===== config.mk =====
export PLATFORM = sky130hd
export DESIGN_NAME = ai_host_flat
export DESIGN_NICKNAME = d
export VERILOG_FILES = /design/src/rtl/ai_host_if.sv /design/src/rtl/ai_host.sv /design/src/flat_wrapper.sv
export SDC_FILE = /design/constraint.sdc
export NUM_CORES = 1
export LEC_CHECK = 0
export ABC_AREA = 1
export CAP_MARGIN = 20
export CORE_ASPECT_RATIO = 1.5
export CORE_MARGIN = 8
export CORE_UTILIZATION = 35
export CTS_CLUSTER_SIZE = 20
export DETAILED_ROUTE_END_ITERATION = 16
export GPL_TIMING_DRIVEN = 0
export SLEW_MARGIN = 20
export SYNTH_ARGS = -nofsm -noshare
export SYNTH_HDL_FRONTEND = slang
export SYNTH_SLANG_ARGS = --single-unit
export TNS_END_PERCENT = 10

===== constraint.sdc =====
create_clock -name clock -period 4.15 [get_ports clock]
set_input_delay 0.6225 -clock clock [delete_from_list [all_inputs] [get_ports clock]]
set_output_delay 0.6225 -clock clock [all_outputs]
set_load 0.02 [all_outputs]

===== src/rtl/ai_host_if.sv =====
// Bus between the targeting host and the AI solver slave.
// The host drives writes and the slave answers with wait_request and rdata.
interface ai_host_if;
  logic [1:0]   ai_addr;
  logic         ai_write_en;
  logic [127:0] ai_wdata;
  logic         ai_wait_request;
  logic [127:0] ai_rdata;

  modport master (
    output ai_addr,
    output ai_write_en,
    output ai_wdata,
    input  ai_wait_request,
    input  ai_rdata
  );

  modport slave (
    input  ai_addr,
    input  ai_write_en,
    input  ai_wdata,
    output ai_wait_request,
    output ai_rdata
  );
endinterface


===== src/rtl/ai_host.sv =====
// Battleship targeting host: tracks the board, hands it to the AI slave,
// and falls back to a linear scan when the suggestion is unusable.
module ai_host (
  input  logic       clock,
  input  logic       reset_n,
  input  logic       new_game,
  input  logic       res_valid,
  input  logic [6:0] res_index,
  input  logic       res_hit,
  input  logic       res_sunk,
  input  logic [2:0] res_ship,
  input  logic       req,
  output logic       busy,
  output logic       target_valid,
  output logic [6:0] target,
  output logic       timeout_err,
  ai_host_if.master  ai
);

  typedef enum logic [3:0] {
    IDLE,
    WR_FIRED,
    WR_HITS,
    WR_SHIPS,
    START,
    WAIT_ACK,
    WAIT_DONE,
    CHECK,
    SCAN
  } state_t;

  state_t       state;
  logic [99:0]  fired;
  logic [99:0]  hits;
  logic [4:0]   ships;
  logic [6:0]   result;
  logic [6:0]   scan_idx;
  logic [11:0]  wdog;

  logic [127:0] fired_x;
  logic [127:0] res_mask;
  logic [7:0]   ship_mask;
  logic         res_ok;
  logic         unused_ok;

  assign fired_x   = {28'b0, fired};
  assign res_mask  = 128'd1 << res_index;
  assign ship_mask = 8'd1 << res_ship;
  assign busy      = (state != IDLE);

  // Malformed shot reports are dropped whole, not partially applied.
  assign res_ok = res_valid
                && (res_index <= 7'd99)
                && (!res_sunk || (res_ship <= 3'd4));

  assign unused_ok = &{1'b0, ai.ai_rdata[127:7],
                       res_mask[127:100], ship_mask[7:5]};

  always_ff @(posedge clock or negedge reset_n) begin
    if (!reset_n) begin
      state          <= IDLE;
      fired          <= '0;
      hits           <= '0;
      ships          <= 5'b11111;
      result         <= '0;
      scan_idx       <= '0;
      wdog           <= '0;
      target_valid   <= 1'b0;
      target         <= '0;
      timeout_err    <= 1'b0;
      ai.ai_write_en <= 1'b0;
      ai.ai_addr     <= '0;
      ai.ai_wdata    <= '0;
    end else begin
      target_valid <= 1'b0;
      if (new_game) begin
        state          <= IDLE;
        fired          <= '0;
        hits           <= '0;
        ships          <= 5'b11111;
        wdog           <= '0;
        timeout_err    <= 1'b0;
        ai.ai_write_en <= 1'b0;
      end else begin
        unique case (state)
          IDLE: begin
            if (res_ok) begin
              fired <= fired | res_mask[99:0];
              if (res_sunk) begin
                ships <= ships & ~ship_mask[4:0];
                hits  <= '0;
              end else if (res_hit) begin
                hits <= hits | res_mask[99:0];
              end
            end
            if (req) state <= WR_FIRED;
          end
          WR_FIRED: begin
            ai.ai_write_en <= !ai.ai_wait_request;
            if (!ai.ai_wait_request) begin
              ai.ai_addr  <= 2'd1;
              ai.ai_wdata <= {28'b0, fired};
              state       <= WR_HITS;
            end
          end
          WR_HITS: begin
            ai.ai_write_en <= !ai.ai_wait_request;
            if (!ai.ai_wait_request) begin
              ai.ai_addr  <= 2'd2;
              ai.ai_wdata <= {28'b0, hits};
              state       <= WR_SHIPS;
            end
          end
          WR_SHIPS: begin
            ai.ai_write_en <= !ai.ai_wait_request;
            if (!ai.ai_wait_request) begin
              ai.ai_addr  <= 2'd3;
              ai.ai_wdata <= {123'b0, ships};
              state       <= START;
            end
          end
          START: begin
            ai.ai_write_en <= !ai.ai_wait_request;
            if (!ai.ai_wait_request) begin
              ai.ai_addr  <= 2'd0;
              ai.ai_wdata <= '0;
              state       <= WAIT_ACK;
            end
          end
          WAIT_ACK: begin
            ai.ai_write_en <= 1'b0;
            if (wdog == 12'hFFF) begin
              timeout_err  <= 1'b1;
              target_valid <= 1'b1;
              target       <= 7'd127;
              wdog         <= '0;
              state        <= IDLE;
            end else begin
              wdog <= wdog + 12'd1;
              if (ai.ai_wait_request) state <= WAIT_DONE;
            end
          end
          WAIT_DONE: begin
            if (wdog == 12'hFFF) begin
              timeout_err  <= 1'b1;
              target_valid <= 1'b1;
              target       <= 7'd127;
              wdog         <= '0;
              state        <= IDLE;
            end else if (!ai.ai_wait_request) begin
              result <= ai.ai_rdata[6:0];
              wdog   <= '0;
              state  <= CHECK;
            end else begin
              wdog <= wdog + 12'd1;
            end
          end
          CHECK: begin
            if ((result <= 7'd99) && !fired_x[result]) begin
              target_valid <= 1'b1;
              target       <= result;
              state        <= IDLE;
            end else begin
              scan_idx <= '0;
              state    <= SCAN;
            end
          end
          SCAN: begin
            if (!fired_x[scan_idx]) begin
              target_valid <= 1'b1;
              target       <= scan_idx;
              state        <= IDLE;
            end else if (scan_idx == 7'd99) begin
              target_valid <= 1'b1;
              target       <= 7'd127;
              state        <= IDLE;
            end else begin
              scan_idx <= scan_idx + 7'd1;
            end
          end
          default: state <= IDLE;
        endcase
      end
    end
  end

endmodule


===== src/flat_wrapper.sv =====
// flat-port wrapper written by rule: the top's interface ports become plain ports
module ai_host_flat 
  (clock, reset_n, new_game, res_valid, res_index, res_hit, res_sunk, res_ship, req, busy, target_valid, target, timeout_err, ai_ai_addr, ai_ai_write_en, ai_ai_wdata, ai_ai_wait_request, ai_ai_rdata);
  ai_host_if ai_i ();
  input  logic clock;
  input  logic reset_n;
  input  logic new_game;
  input  logic res_valid;
  input  logic [6:0] res_index;
  input  logic res_hit;
  input  logic res_sunk;
  input  logic [2:0] res_ship;
  input  logic req;
  output logic busy;
  output logic target_valid;
  output logic [6:0] target;
  output logic timeout_err;
  output wire logic [$bits(ai_i.ai_addr)-1:0] ai_ai_addr;
  output wire logic [$bits(ai_i.ai_write_en)-1:0] ai_ai_write_en;
  output wire logic [$bits(ai_i.ai_wdata)-1:0] ai_ai_wdata;
  input wire logic [$bits(ai_i.ai_wait_request)-1:0] ai_ai_wait_request;
  input wire logic [$bits(ai_i.ai_rdata)-1:0] ai_ai_rdata;
  assign ai_ai_addr = ai_i.ai_addr;
  assign ai_ai_write_en = ai_i.ai_write_en;
  assign ai_ai_wdata = ai_i.ai_wdata;
  assign ai_i.ai_wait_request = ai_ai_wait_request;
  assign ai_i.ai_rdata = ai_ai_rdata;
  ai_host u_core (.clock(clock), .reset_n(reset_n), .new_game(new_game), .res_valid(res_valid), .res_index(res_index), .res_hit(res_hit), .res_sunk(res_sunk), .res_ship(res_ship), .req(req), .busy(busy), .target_valid(target_valid), .target(target), .timeout_err(timeout_err), .ai(ai_i));
endmodule

-- Yosys cells after proc, flatten, opt, wreduce, memory -nomap -nowiden
Cells that the tools add are included.
- register bits: 375
- input port bits: 146
- output and inout bits: 141
- word-level logic and storage cells: 153
- $add $sub $neg: 2
- order comparisons: 5
- eq/ne operators: 28
- shift-type cells: 2
- mux-type cells: 65
- bitwise logic cells: 7
- reductions and logical operators: 31
- operator list (kind ; number):
    $mux 100 ; 8
    $mux 128 ; 4
    $pmux 128 s4 ; 1
    $or 100x100->100 ; 2
    $shl 1x7->100 const A ; 1
    $mux 4 ; 13
    $mux 7 ; 7
    $mux 12 ; 4
    $pmux 4 s9 ; 1
    $pmux 12 s2 ; 1
    $pmux 7 s3 ; 1
    $mux 5 ; 4
    $ne 3x3->1 const B ; 6
    $eq 4x3->1 const B ; 4
    $lt 7x8->1 const B ; 2
    $bmux 1 s7 ; 2
    $le 7x7->1 const B ; 2
    $pmux 7 s2 ; 1
    $add 12x1->12 const B ; 1
    $eq 12x12->1 const B ; 1
    $ne 2x2->1 const B ; 6
    $reduce_bool 2->1 ; 6
    $reduce_bool 3->1 ; 4
    $mux 1 ; 11
    30 further kinds ; 47

-- Longest topological paths before layout
- depth in word-level cells: 7
- mapped depth: 18
- mapped depth without buffers: 16

-- Worst setup path after synthesis
Ideal clock, no wire load.
- path type: input-to-reg
- start point: input port res_index[3]
- end point: register u_core.hits[10]
- setup time: 136 ps
- arrival time: 1808 ps
- required time: 4014 ps
- setup slack: 2206 ps
- stages on the path: 12
- path buffers: 2
- cells stage by stage: clkbuf_1 nor2_1 inv_1 nor2_1 inv_2 nand3_1 nand2_1 nand2_1 o21ai_1 inv_2 clkbuf_1 a21oi_1
- cells in the longest elaborated chain, start to end: 7
- elaborated cells on any way between the ends: 12
- classes of those cells: order compare (1); shift (1); mux (5); bitwise (1); reduce/logical (4)
- RTL lines (what ; line ; source):
    start, declared ; flat_wrapper.sv:9 ; input logic [6:0] res_index;
    branches (longest 7 deep; another with $le 7x7->1) ; - ;
    end signal, assigned ; ai_host.sv:93 ; hits <= hits | res_mask[99:0];
    end, declared ; ai_host.sv:34 ; logic [99:0] hits;
Parallel ways; which one is timed is not known. The select of a mux whose other input is x is not followed.
A chain may end at the register's enable or synchronous reset.

-- Final worst setup path
- start point: register u_core.result[3]
- end point: register u_core.scan_idx[6]
- cells in the longest elaborated chain, start to end: 6
- elaborated cells on any way between the ends: 7
- classes of those cells: order compare (1); eq/ne (1); mux (2); reduce/logical (3)
- RTL lines (what ; line ; source):
    start, declared ; ai_host.sv:36 ; logic [6:0] result;
    start signal, assigned ; ai_host.sv:151 ; result <= ai.ai_rdata[6:0];
    $bmux 1 s7 ; ai_host.sv:159 ; if ((result <= 7'd99) && !fired_x[result]) begin
    $mux 1 (not written as such) ; ai_host.sv:159 ;
    $logic_not 1->1 ; ai_host.sv:159 ;
    $logic_and 1x1->1 * ; ai_host.sv:159 ;
    $ne 2x2->1 (no source line) * ; - ;
    $reduce_and 5->1 (no source line) * ; - ;
    end signal, assigned ; ai_host.sv:178 ; scan_idx <= scan_idx + 7'd1;
    end, declared ; ai_host.sv:37 ; logic [6:0] scan_idx;
Mark *: on every way between the ends. The rest lies on a longest branch, timed or not. The select of a mux whose other input is x is not followed.

==> metrics <==
final net count=2754; master of the slowest instance on the critical path=nor2_1; syn avg cell area=7.438 um2; CTS Root Cell=clkbuf_16; ranking of synthesized cells by area=dfrtp_1 48%, nand2_1 17%, a21oi_1 7.1%, inv_1 5.7%, nand3_1 3.6%; worst hold path stage count=2; worst endpoint required time=4590 ps; max-slew violations=0; Critical Path Stages=13; DR pass1 iterations=7; area leader, netlist=dfrtp_1; per-cell routed wire length=21.30 um; CTS Buf Count=36; critical path startpoint category=flop; Post-synth top cells=812 x nand2_1, 342 x dfrtp_1, 271 x inv_1, 253 x a21oi_1, 128 x nand3_1; largest net degree at the start of global routing=91; grt ovf=0; setup_tns=0 ps; FF-to-FF path depth=13; share of post-route cells with drive strength above 1=0.07979; DR vias=17130; PostCTS Resize Cnt=0; Fin. Hold Viols=0; Area Growth Syn to Fin=19.93%; cell area after synthesis=17870 um2; post-route clock period utilization=0.7430; H-tree level count=2; DRT iter0 DRCs=1435; RD Place Congestion=0.9942; #FFs+latches synth=347; core box area=50550 um2; CP max stage delay=680 ps; clk_lat worst skew=550 ps; worst min path class=reg2reg; All-Layer GR Usage=0.2341; initial antenna violation count=2; Fmax=324.3 MHz; Lkg Pwr=9.956 nW; PortBufs=134; # Max-Cap Violations=0; fin area=21430 um2; Starting Density=0.3534; setup bufs post-CTS=0; Placed Area=20260 um2; Worst Tran Pin Value=1003 ps; PwrDens=447.1 nW/um2; Antenna Nets Post-Route=0; most frequent cell after synthesis=nand2_1; row count=101; Clock Sink Count=347; Max-Slew Margin vs Limit=0.3312; Max IR drop VDD=0.0003252 V; Final Critical Period=3083 ps; detailed placement HPWL=52410 um; num ports=287; Critical path buffers and inverters=2; CTS tree=done; Critical Path AT=3520 ps; cell mode on critical path=nand2_1; Netlist cell types=43; Via density=5.186; RSZ-0062 raised after global routing=false; final cell count without fillers=3302; outcome=finished, final reports clean; Yosys Warn Count=0; Die Y=292.7 um; Post-Route WL=70350 um; Post-CTS Hold Buffers=1; die area=58680 um2; predominant post-synthesis flop cell=dfrtp_1; Final setup violation count=0; DRC viols=0; Synth Instances=2402; DIE WIDTH=200.5 um; clock tree buffer depth=3; peak fanout along the critical path=10; placed cell count=3236; EDFF count, synth=0; Async S/R FF share, synth=1.000; Synth top area share=0.4790; Seq/Total Area, Yosys=0.4864; crit path kind=reg2reg; vias in the first global route=17280; first-pass GRT wire length=105900 um; cell family with most CP delay=simple AND/OR/NAND/NOR gates; CP Capture Type=flop; clock skew=16.33 ps; CTS clock-pin slew for the worst setup and hold paths=60 ps; critical-path cell list=buf_2, nor2_1, inv_1, a21oi_1, nor2_1, nand2_1, nand3_1, nand3_2, nand3_2, nand2_4, nand2_4, nand2_1, nand2_1
worst reg2reg max path, cell delays in order, from the launching register on:
cell	delay [ps]
dfrtp_1	350
buf_2	250
nor2_1	690
inv_1	410
a21oi_1	330
nor2_1	70
nand2_1	70
nand3_1	160
nand3_2	140
nand3_2	120
nand2_4	160
nand2_4	110
nand2_1	80
nand2_1	50
cell families after synthesis:
family,share of synthesized area
fa+ha+maj,0.001400
mux,0.001191
flops,0.4864
compound gates,0.1355
xor+xnor,0.002941
buf+inv,0.1114
other cells,0.0002099
simple gates,0.2609
layer usage:
metal	up-vias	wire, um	track usage
met5	-	0	0
met4	0	4422	0.1338
met3	198	4183	0.02941
met2	676	33740	0.4010
met1	8248	28000	0.2816
li1	8003	-	-
metrics by stage:
| stage | hold WS [ps] | util | setup slack (ps) | power [W] |
|---|---|---|---|---|
| floorplan | 326.9 | - | 2206 | 0.005205 |
| global placement | 459.4 | 0.3985 | -12920 | 0.006351 |
| detailed placement | 459.1 | 0.4008 | 892.9 | 0.006371 |
| CTS | 474.8 | 0.4238 | 1233 | 0.009626 |
| global route | 484.8 | 0.4238 | 1100 | 0.009979 |
| finish | 470.8 | 0.4239 | 1067 | 0.009579 |
registers in the layout, summed over array words and instances (netlist names):
signal	flops
u_core.ai.ai_addr	2
u_core.ai.ai_wdata	100
u_core.ai.ai_write_en	1
u_core.fired	100
u_core.hits	100
u_core.result	7
u_core.scan_idx	7
u_core.ships	5
u_core.state	4
u_core.target	7
u_core.target_valid	1
u_core.timeout_err	1
u_core.wdog	12
area by class of cell:
class | instances | area, um2
fill | 5311 | 29120
sequential | 347 | 8690
multi-input combinational | 1627 | 7287
timing repair buffer | 139 | 1466
clock buffer | 55 | 1094
inverter | 283 | 1065
buffer | 172 | 927.1
tap | 669 | 837.1
clock inverter | 9 | 58.81
antenna | 1 | 2.502
layout by cell type, fill, tap and decap left out, types with 2 or more instances in the layout:
master,synthesis,final
nand2_2,2,2
clkinv_2,0,5
buf_6,8,8
dfrtp_1,342,342
nand3_1,128,128
a31oi_1,6,6
a211oi_1,2,2
dfstp_2,5,5
nor2_2,6,6
buf_4,36,36
clkbuf_16,0,37
nor4_1,2,2
buf_2,68,68
clkbuf_8,0,10
inv_6,0,2
a21oi_1,253,253
o21ai_0,46,46
nor2_1,126,126
nand4_1,7,7
inv_1,271,271
conb_1,1,28
ha_1,2,2
nor3_2,4,4
o211ai_1,21,21
nor3_1,47,47
clkbuf_1,60,67
nand2_1,812,812
o22ai_1,99,99
nand3_2,4,4
clkinv_1,2,2
nand2_4,2,2
clkdlybuf4s50_1,0,133
buf_16,0,4
o21ai_1,11,11
xor2_1,6,6
inv_2,9,9
o31ai_1,2,2
path summary, 6_finish.rpt:
kind                                         from                      to  slack [ps]
max                              u_core.result[3]      u_core.scan_idx[6]        1070
min                        u_core.ai.ai_wdata[88]  u_core.ai.ai_wdata[88]         470
max reg2reg                      u_core.result[3]      u_core.scan_idx[6]        1070
min reg2reg                u_core.ai.ai_wdata[88]  u_core.ai.ai_wdata[88]         470
max in group asynchronous                 reset_n  u_core.ai.ai_wdata[82]        2100
min in group asynchronous                 reset_n  u_core.ai.ai_wdata[22]         530
power by group:
part	internal (W)	switching, W	leakage [nW]	total, W
Combinational	0.000717	0.00202	4.60	0.00274
Sequential	0.00351	0.000102	4.78	0.00362
Clock	0.00182	0.00140	0.570	0.00322
Power figures use the tool's default switching activity.
